===== src/rtl/jtframe_x2_vga_pkg.sv =====
// Shared types, widths and colour expansion helper for the x2 VGA output stage.
package jtframe_x2_vga_pkg;

  localparam int HCW = 11;  // horizontal counter width
  localparam int VCW = 10;  // vertical counter width

  typedef enum logic [1:0] {
    SEARCH  = 2'd0,
    MEASURE = 2'd1,
    LOCKED  = 2'd2
  } lock_state_t;

  // Replicate a colour field MSB-first to fill 8 bits. The field arrives
  // left-aligned in c_al; bc is its width in bits.
  function automatic logic [7:0] expand_colour(input logic [7:0] c_al, input int bc);
    logic [7:0] y;
    y = '0;
    for (int i = 0; i < 8; i++) begin
      y[7-i] = c_al[7-(i % bc)];
    end
    return y;
  endfunction

endpackage


===== src/rtl/jtframe_x2_linelen.sv =====
// Horizontal line length measurement and lock detector for the doubled HS.
module jtframe_x2_linelen
  import jtframe_x2_vga_pkg::*;
(
  input  logic         clk,
  input  logic         rst,
  input  logic         pxl_cen,
  input  logic         hs,
  output logic         locked,
  output logic         hs_rise,
  output logic         hs_fall,
  output logic [HCW:0] len
);

  localparam logic [HCW-1:0] HMAX = '1;

  logic           r_hs_d;
  logic [HCW-1:0] r_hcnt;
  logic [HCW:0]   r_stored;
  lock_state_t    r_state;
  lock_state_t    w_next;
  logic           w_sat;
  logic           w_match;
  logic           w_store;

  assign hs_rise = pxl_cen &  hs & ~r_hs_d;
  assign hs_fall = pxl_cen & ~hs &  r_hs_d;
  assign len     = {1'b0, r_hcnt} + {{HCW{1'b0}}, 1'b1};
  assign w_match = (len == r_stored);
  // A rising edge on the saturating tick is a measurement, not a saturation.
  assign w_sat   = pxl_cen & ~hs_rise & (r_hcnt == HMAX);

  // HS edge register and saturating line counter.
  always_ff @(posedge clk) begin
    // NOTE: sequential state uses non-blocking assignments so every register
    // samples the values from before this edge, independent of block order.
    if (rst) begin
      r_hs_d <= 1'b0;
      r_hcnt <= '0;
    end else if (pxl_cen) begin
      r_hs_d <= hs;
      if (hs_rise)             r_hcnt <= '0;
      else if (r_hcnt != HMAX) r_hcnt <= r_hcnt + HCW'(1);
    end
  end

  // Lock FSM state register.
  always_ff @(posedge clk) begin
    if (rst)          r_state <= SEARCH;
    else if (pxl_cen) r_state <= w_next;
  end

  // Lock FSM next-state logic.
  always_comb begin
    // NOTE: default assignment first so no path leaves w_next unassigned,
    // which would otherwise infer a latch.
    w_next = r_state;
    case (r_state)
      SEARCH:  if (hs_rise) w_next = MEASURE;
      MEASURE: if (hs_rise && w_match) w_next = LOCKED;
      LOCKED:  if ((hs_rise && !w_match) || w_sat) w_next = MEASURE;
      default: w_next = SEARCH;
    endcase
  end

  // Lock FSM outputs: lock flag and reference-length capture strobe.
  always_comb begin
    locked  = (r_state == LOCKED);
    w_store = hs_rise && !w_match && (r_state != SEARCH);
  end

  // Reference line length, replaced on every mismatching measurement.
  always_ff @(posedge clk) begin
    if (rst)          r_stored <= '0;
    else if (w_store) r_stored <= len;
  end

endmodule


===== src/rtl/jtframe_x2_vga.sv =====
// VGA output stage behind the scan doubler: lock detect, active window,
// colour expansion and a two-tick registered output pipeline.
module jtframe_x2_vga
  import jtframe_x2_vga_pkg::*;
#(
  parameter int DW   = 12,
  parameter int HBP  = 16,
  parameter int HACT = 512,
  parameter int VBP  = 32,
  parameter int VACT = 448
) (
  input  logic          clk,
  input  logic          rst,
  input  logic          pxl_cen,
  input  logic [DW-1:0] x2_pxl,
  input  logic          x2_HS,
  input  logic          VS,
  output logic [7:0]    vga_r,
  output logic [7:0]    vga_g,
  output logic [7:0]    vga_b,
  output logic          vga_hs,
  output logic          vga_vs,
  output logic          vga_de,
  output logic          locked
);

  localparam int BC = DW / 3;
  localparam logic [HCW-1:0] HLO   = HCW'(HBP);
  localparam logic [HCW-1:0] HHI   = HCW'(HBP + HACT - 1);
  localparam logic [HCW-1:0] HCMAX = '1;
  localparam logic [VCW-1:0] VLO   = VCW'(VBP);
  localparam logic [VCW-1:0] VHI   = VCW'(VBP + VACT - 1);
  localparam logic [VCW-1:0] VCMAX = '1;

  logic           w_hs_rise;
  logic           w_hs_fall;
  logic [HCW:0]   w_len_unused;
  logic           r_vs_d;
  logic           w_vs_fall;
  logic [HCW-1:0] r_hact;
  logic [VCW-1:0] r_vcnt;
  logic           w_de_int;
  logic [DW-1:0]  r_pxl1;
  logic           r_de1;
  logic           r_hs1;
  logic           r_vs1;
  logic [7:0]     w_r_al;
  logic [7:0]     w_g_al;
  logic [7:0]     w_b_al;

  jtframe_x2_linelen u_linelen (
    .clk     (clk),
    .rst     (rst),
    .pxl_cen (pxl_cen),
    .hs      (x2_HS),
    .locked  (locked),
    .hs_rise (w_hs_rise),
    .hs_fall (w_hs_fall),
    .len     (w_len_unused)
  );

  assign w_vs_fall = pxl_cen & ~VS & r_vs_d;
  assign w_de_int  = locked && (r_hact >= HLO) && (r_hact <= HHI)
                            && (r_vcnt >= VLO) && (r_vcnt <= VHI);

  // Left-align each colour field so the expansion works for any field width.
  assign w_r_al = 8'(r_pxl1[DW-1 -: BC])   << (8 - BC);
  assign w_g_al = 8'(r_pxl1[2*BC-1 -: BC]) << (8 - BC);
  assign w_b_al = 8'(r_pxl1[BC-1:0])       << (8 - BC);

  // VS edge register, pixels-since-HS-fall counter and line counter.
  always_ff @(posedge clk) begin
    if (rst) begin
      r_vs_d <= 1'b0;
      r_hact <= '0;
      r_vcnt <= '0;
    end else if (pxl_cen) begin
      r_vs_d <= VS;
      if (w_hs_fall)            r_hact <= '0;
      else if (r_hact != HCMAX) r_hact <= r_hact + HCW'(1);
      // The VS clear wins over a coincident HS increment.
      if (w_vs_fall)                          r_vcnt <= '0;
      else if (w_hs_rise && r_vcnt != VCMAX)  r_vcnt <= r_vcnt + VCW'(1);
    end
  end

  // Pipeline stage 1: capture pixel, DE decision and syncs together.
  always_ff @(posedge clk) begin
    if (rst) begin
      r_pxl1 <= '0;
      r_de1  <= 1'b0;
      r_hs1  <= 1'b0;
      r_vs1  <= 1'b0;
    end else if (pxl_cen) begin
      r_pxl1 <= x2_pxl;
      r_de1  <= w_de_int;
      r_hs1  <= x2_HS;
      r_vs1  <= VS;
    end
  end

  // Pipeline stage 2: expanded, blanked colour and delayed syncs.
  always_ff @(posedge clk) begin
    if (rst) begin
      vga_r  <= '0;
      vga_g  <= '0;
      vga_b  <= '0;
      vga_hs <= 1'b0;
      vga_vs <= 1'b0;
      vga_de <= 1'b0;
    end else if (pxl_cen) begin
      vga_hs <= r_hs1;
      vga_vs <= r_vs1;
      vga_de <= r_de1;
      vga_r  <= r_de1 ? expand_colour(w_r_al, BC) : 8'h00;
      vga_g  <= r_de1 ? expand_colour(w_g_al, BC) : 8'h00;
      vga_b  <= r_de1 ? expand_colour(w_b_al, BC) : 8'h00;
    end
  end

endmodule

===== config.mk =====
export PLATFORM = sky130hd
export DESIGN_NAME = jtframe_x2_vga
export DESIGN_NICKNAME = d
export VERILOG_FILES = /design/src/rtl/jtframe_x2_vga_pkg.sv /design/src/rtl/jtframe_x2_linelen.sv /design/src/rtl/jtframe_x2_vga.sv
export SDC_FILE = /design/constraint.sdc
export NUM_CORES = 1
export LEC_CHECK = 0
export ABC_AREA = 1
export CAP_MARGIN = 20
export CORE_MARGIN = 2
export CORE_UTILIZATION = 50
export CTS_CLUSTER_DIAMETER = 30
export CTS_CLUSTER_SIZE = 40
export DETAILED_ROUTE_END_ITERATION = 12
export PLACE_DENSITY = 0.78
export SLEW_MARGIN = 25
export SYNTH_ARGS = -nofsm -noshare
export SYNTH_HDL_FRONTEND = slang
export SYNTH_SLANG_ARGS = --single-unit

===== constraint.sdc =====
create_clock -name clk -period 2.4 [get_ports clk]
set_input_delay 0.48 -clock clk [delete_from_list [all_inputs] [get_ports clk]]
set_output_delay 0.48 -clock clk [all_outputs]
set_load 0.005 [all_outputs]

==> impl_metrics.ini <==
[outcome]
run_status = finished, final reports clean

[placement]
portBuffers = 44
routabilityCongestion = 0.862
pre_cts_ws_ns = 0.0912
place_area_um2 = 4270
dp.cells = 701
dp.final_hpwl_um = 5910

[route]
route.detailed.drc = 0
vias = 3660
vias_per_cell = 5.09
firstDrtPassIters = 5
ant_nets = 0
wl_um = 8900
drtIter0Drc = 197
wl_per_cell_um = 12.4

[timing]
slew_headroom_pct = 64.7
fmax_mhz = 443
post-route-min-period_ns = 2.26
worst_pin_slew_ns = 0.529
finalSetupViolCount = 0
period_share_pct = 94.0
setup_ws_ns = 0.143
maxSlewViolCount = 0
fin_skew_ns = 0.00818
whs_ns = 0.468
finalHoldViolCount = 0

[floorplanning]
start_util_pct = 51.7
die_y_um = 90.9
die_area_um2 = 8260
io_pins = 45
die_width_um = 90.9
core-area_um2 = 7290
num_rows = 31

[synthesis]
netlist_area_um2 = 3770
synth-seq-area-share_pct = 40.3
ys.warnings.count = 0
synth_ff_type = dfxtp_1
synth.most_common_cell = nand2_1
yosysTopAreaCellShare_pct = 40.3
ys_ff_latch = 76
syn-num-nets = 594
synth_common_cells = nand2_1, nor2_1, dfxtp_1
synth_top_cell_by_area = dfxtp_1
synthTopCellsByArea = dfxtp_1, nand2_1, nor2_1
async_reset_ff_share_pct = 0
syn_area_per_cell_um2 = 6.60
synth_cell_types = 30
synth_edf_count = 0
synth_cells = 572

[setup_path]
criticalPathCategory = reg2out
cp.arrival_ns = 1.78
crit_fanout = 7
required_ns = 1.92
cp-start-kind = flip-flop
cp-end-kind = primary output

[clock_tree]
ctsHoldBuffers = 0
cts_buffers = 9
clk_path_buf_depth = 2
cts_root_buf = clkbuf_8
h-tree-depth = 3
cts_sinks = 76
clock_latency_ns = 0.36
cts_tree = done
clk_pin_slew_ns = 0.08

[global_route]
grt_max_degree = 31
antenna_found_initial = 0
grt_use_total_pct = 21.1
grt-ovfl-total = 0
grt_pass1_wl_um = 14400
grt_pass1_vias = 3294

[finish]
multi_input_area_um2 = 1920
drive_above_1_share_pct = 7.10
final_cells = 719
seqCellArea_um2 = 1520
diodes = 0
final_area_um2 = 4590
num-nets-final = 638
synthToLayoutAreaGrowth_pct = 21.6
nFillCells = 679

[pwr]
p_total_uw = 2860
ir_worst_vdd_uv = 513
power.density_nw_per_um2 = 624
leakagePower_uw = 0.00194

[min_path]
hp-class = reg2reg

[flow_run]
drv_cap = 0
[final cells by class]
type                       instances  share of cell area (%)
sequential                        76                    33.2
inverter                          68                    5.56
multi-input combinational        405                    41.8
timing repair buffer              56                    11.6
clock inverter                     6                    2.45
tap                               99                    2.70
clock buffer                       9                    2.70
[repair_timing]
action / in CTS / in global routing
endpoints found under the setup margin: 0 / 14
resized for setup: 0 / 9
setup buffers: 0 / 0
[where the power goes]
| part | internal (µW) | switching, µW | total, µW |
|---|---|---|---|
| Clock | 688 | 482 | 1170 |
| Sequential | 1310 | 45.6 | 1350 |
| Combinational | 131 | 208 | 338 |
[per-stage QoR]
| step | setup TNS (ns) | util, % |
|---|---|---|
| after global placement | 0 | 58.5 |
| after detailed placement | 0 | 58.5 |
| after global routing | -0.00767 | 62.9 |
| after CTS | 0 | 61.8 |
| final | 0 | 62.9 |
| after floorplan | 0 | - |
[kinds of logic after synthesis]
family / Yosys count / synth area share, %
AOI/OAI and AO/OA: 79 / 11.4
xor gates and xnor gates: 3 / 0.697
adders and majority gates: 5 / 1.66
buffers and inverters: 94 / 10.9
DFF: 76 / 40.3
and+or+nand+nor: 315 / 34.9
[layout by cell type (no fill, tap or decap), types with 3 or more instances in the layout]
cell             synthesis  routed
inv_1                   66      66
o21ai_0                 25      25
nor2_1                  88      87
clkdlybuf4s50_1          0      44
nand3b_1                 3       3
a22oi_1                  3       3
nand2_1                155     155
nor3_1                   7       7
bufinv_16                0       3
dfxtp_1                 76      75
clkbuf_8                 0       9
a211oi_1                 4       4
buf_4                   12      12
a21oi_1                 44      43
nor2_4                   2       3
nand3_1                 47      46
ha_1                     5       4
nand4_1                  5       5
[flip-flops by register name (all words and copies together) (netlist names)]
register,cells
r_pxl1,12
u_linelen.r_stored,12
r_hact,11
u_linelen.r_hcnt,11
r_vcnt,10
vga_b,4
vga_g,4
vga_r,4
u_linelen.r_state,2
r_de1,1
r_vs1,1
u_linelen.r_hs_d,1
vga_de,1
vga_hs,1
vga_vs,1
[routing by layer]
metal | up-vias | GRT usage (%) | part of all wire, %
met5 | - | 0 | 0
met4 | 0 | 6.19 | 2.1
met3 | 20 | 4.76 | 5.0
met2 | 112 | 37.6 | 48
met1 | 1629 | 25.4 | 44
li1 | 1899 | - | -
[path summary, 6_finish.rpt]
path,from,end,slack [ns],cells after the start
hold / removal,r_vs1,r_vs1,0.47,2
setup / recovery,u_linelen.r_state[1],locked,0.14,3
setup reg to reg,u_linelen.r_hcnt[2],u_linelen.r_stored[2],0.21,13
hold reg to reg,r_vs1,r_vs1,0.47,2
[critical path, stage by stage, from the launching register on]
cell and delay (ns):
dfxtp_1 0.59, inv_1 0.16, nor2_1 0.16, clkdlybuf4s50_1 0.52
No activity file was read; power rests on OpenSTA's default activity.
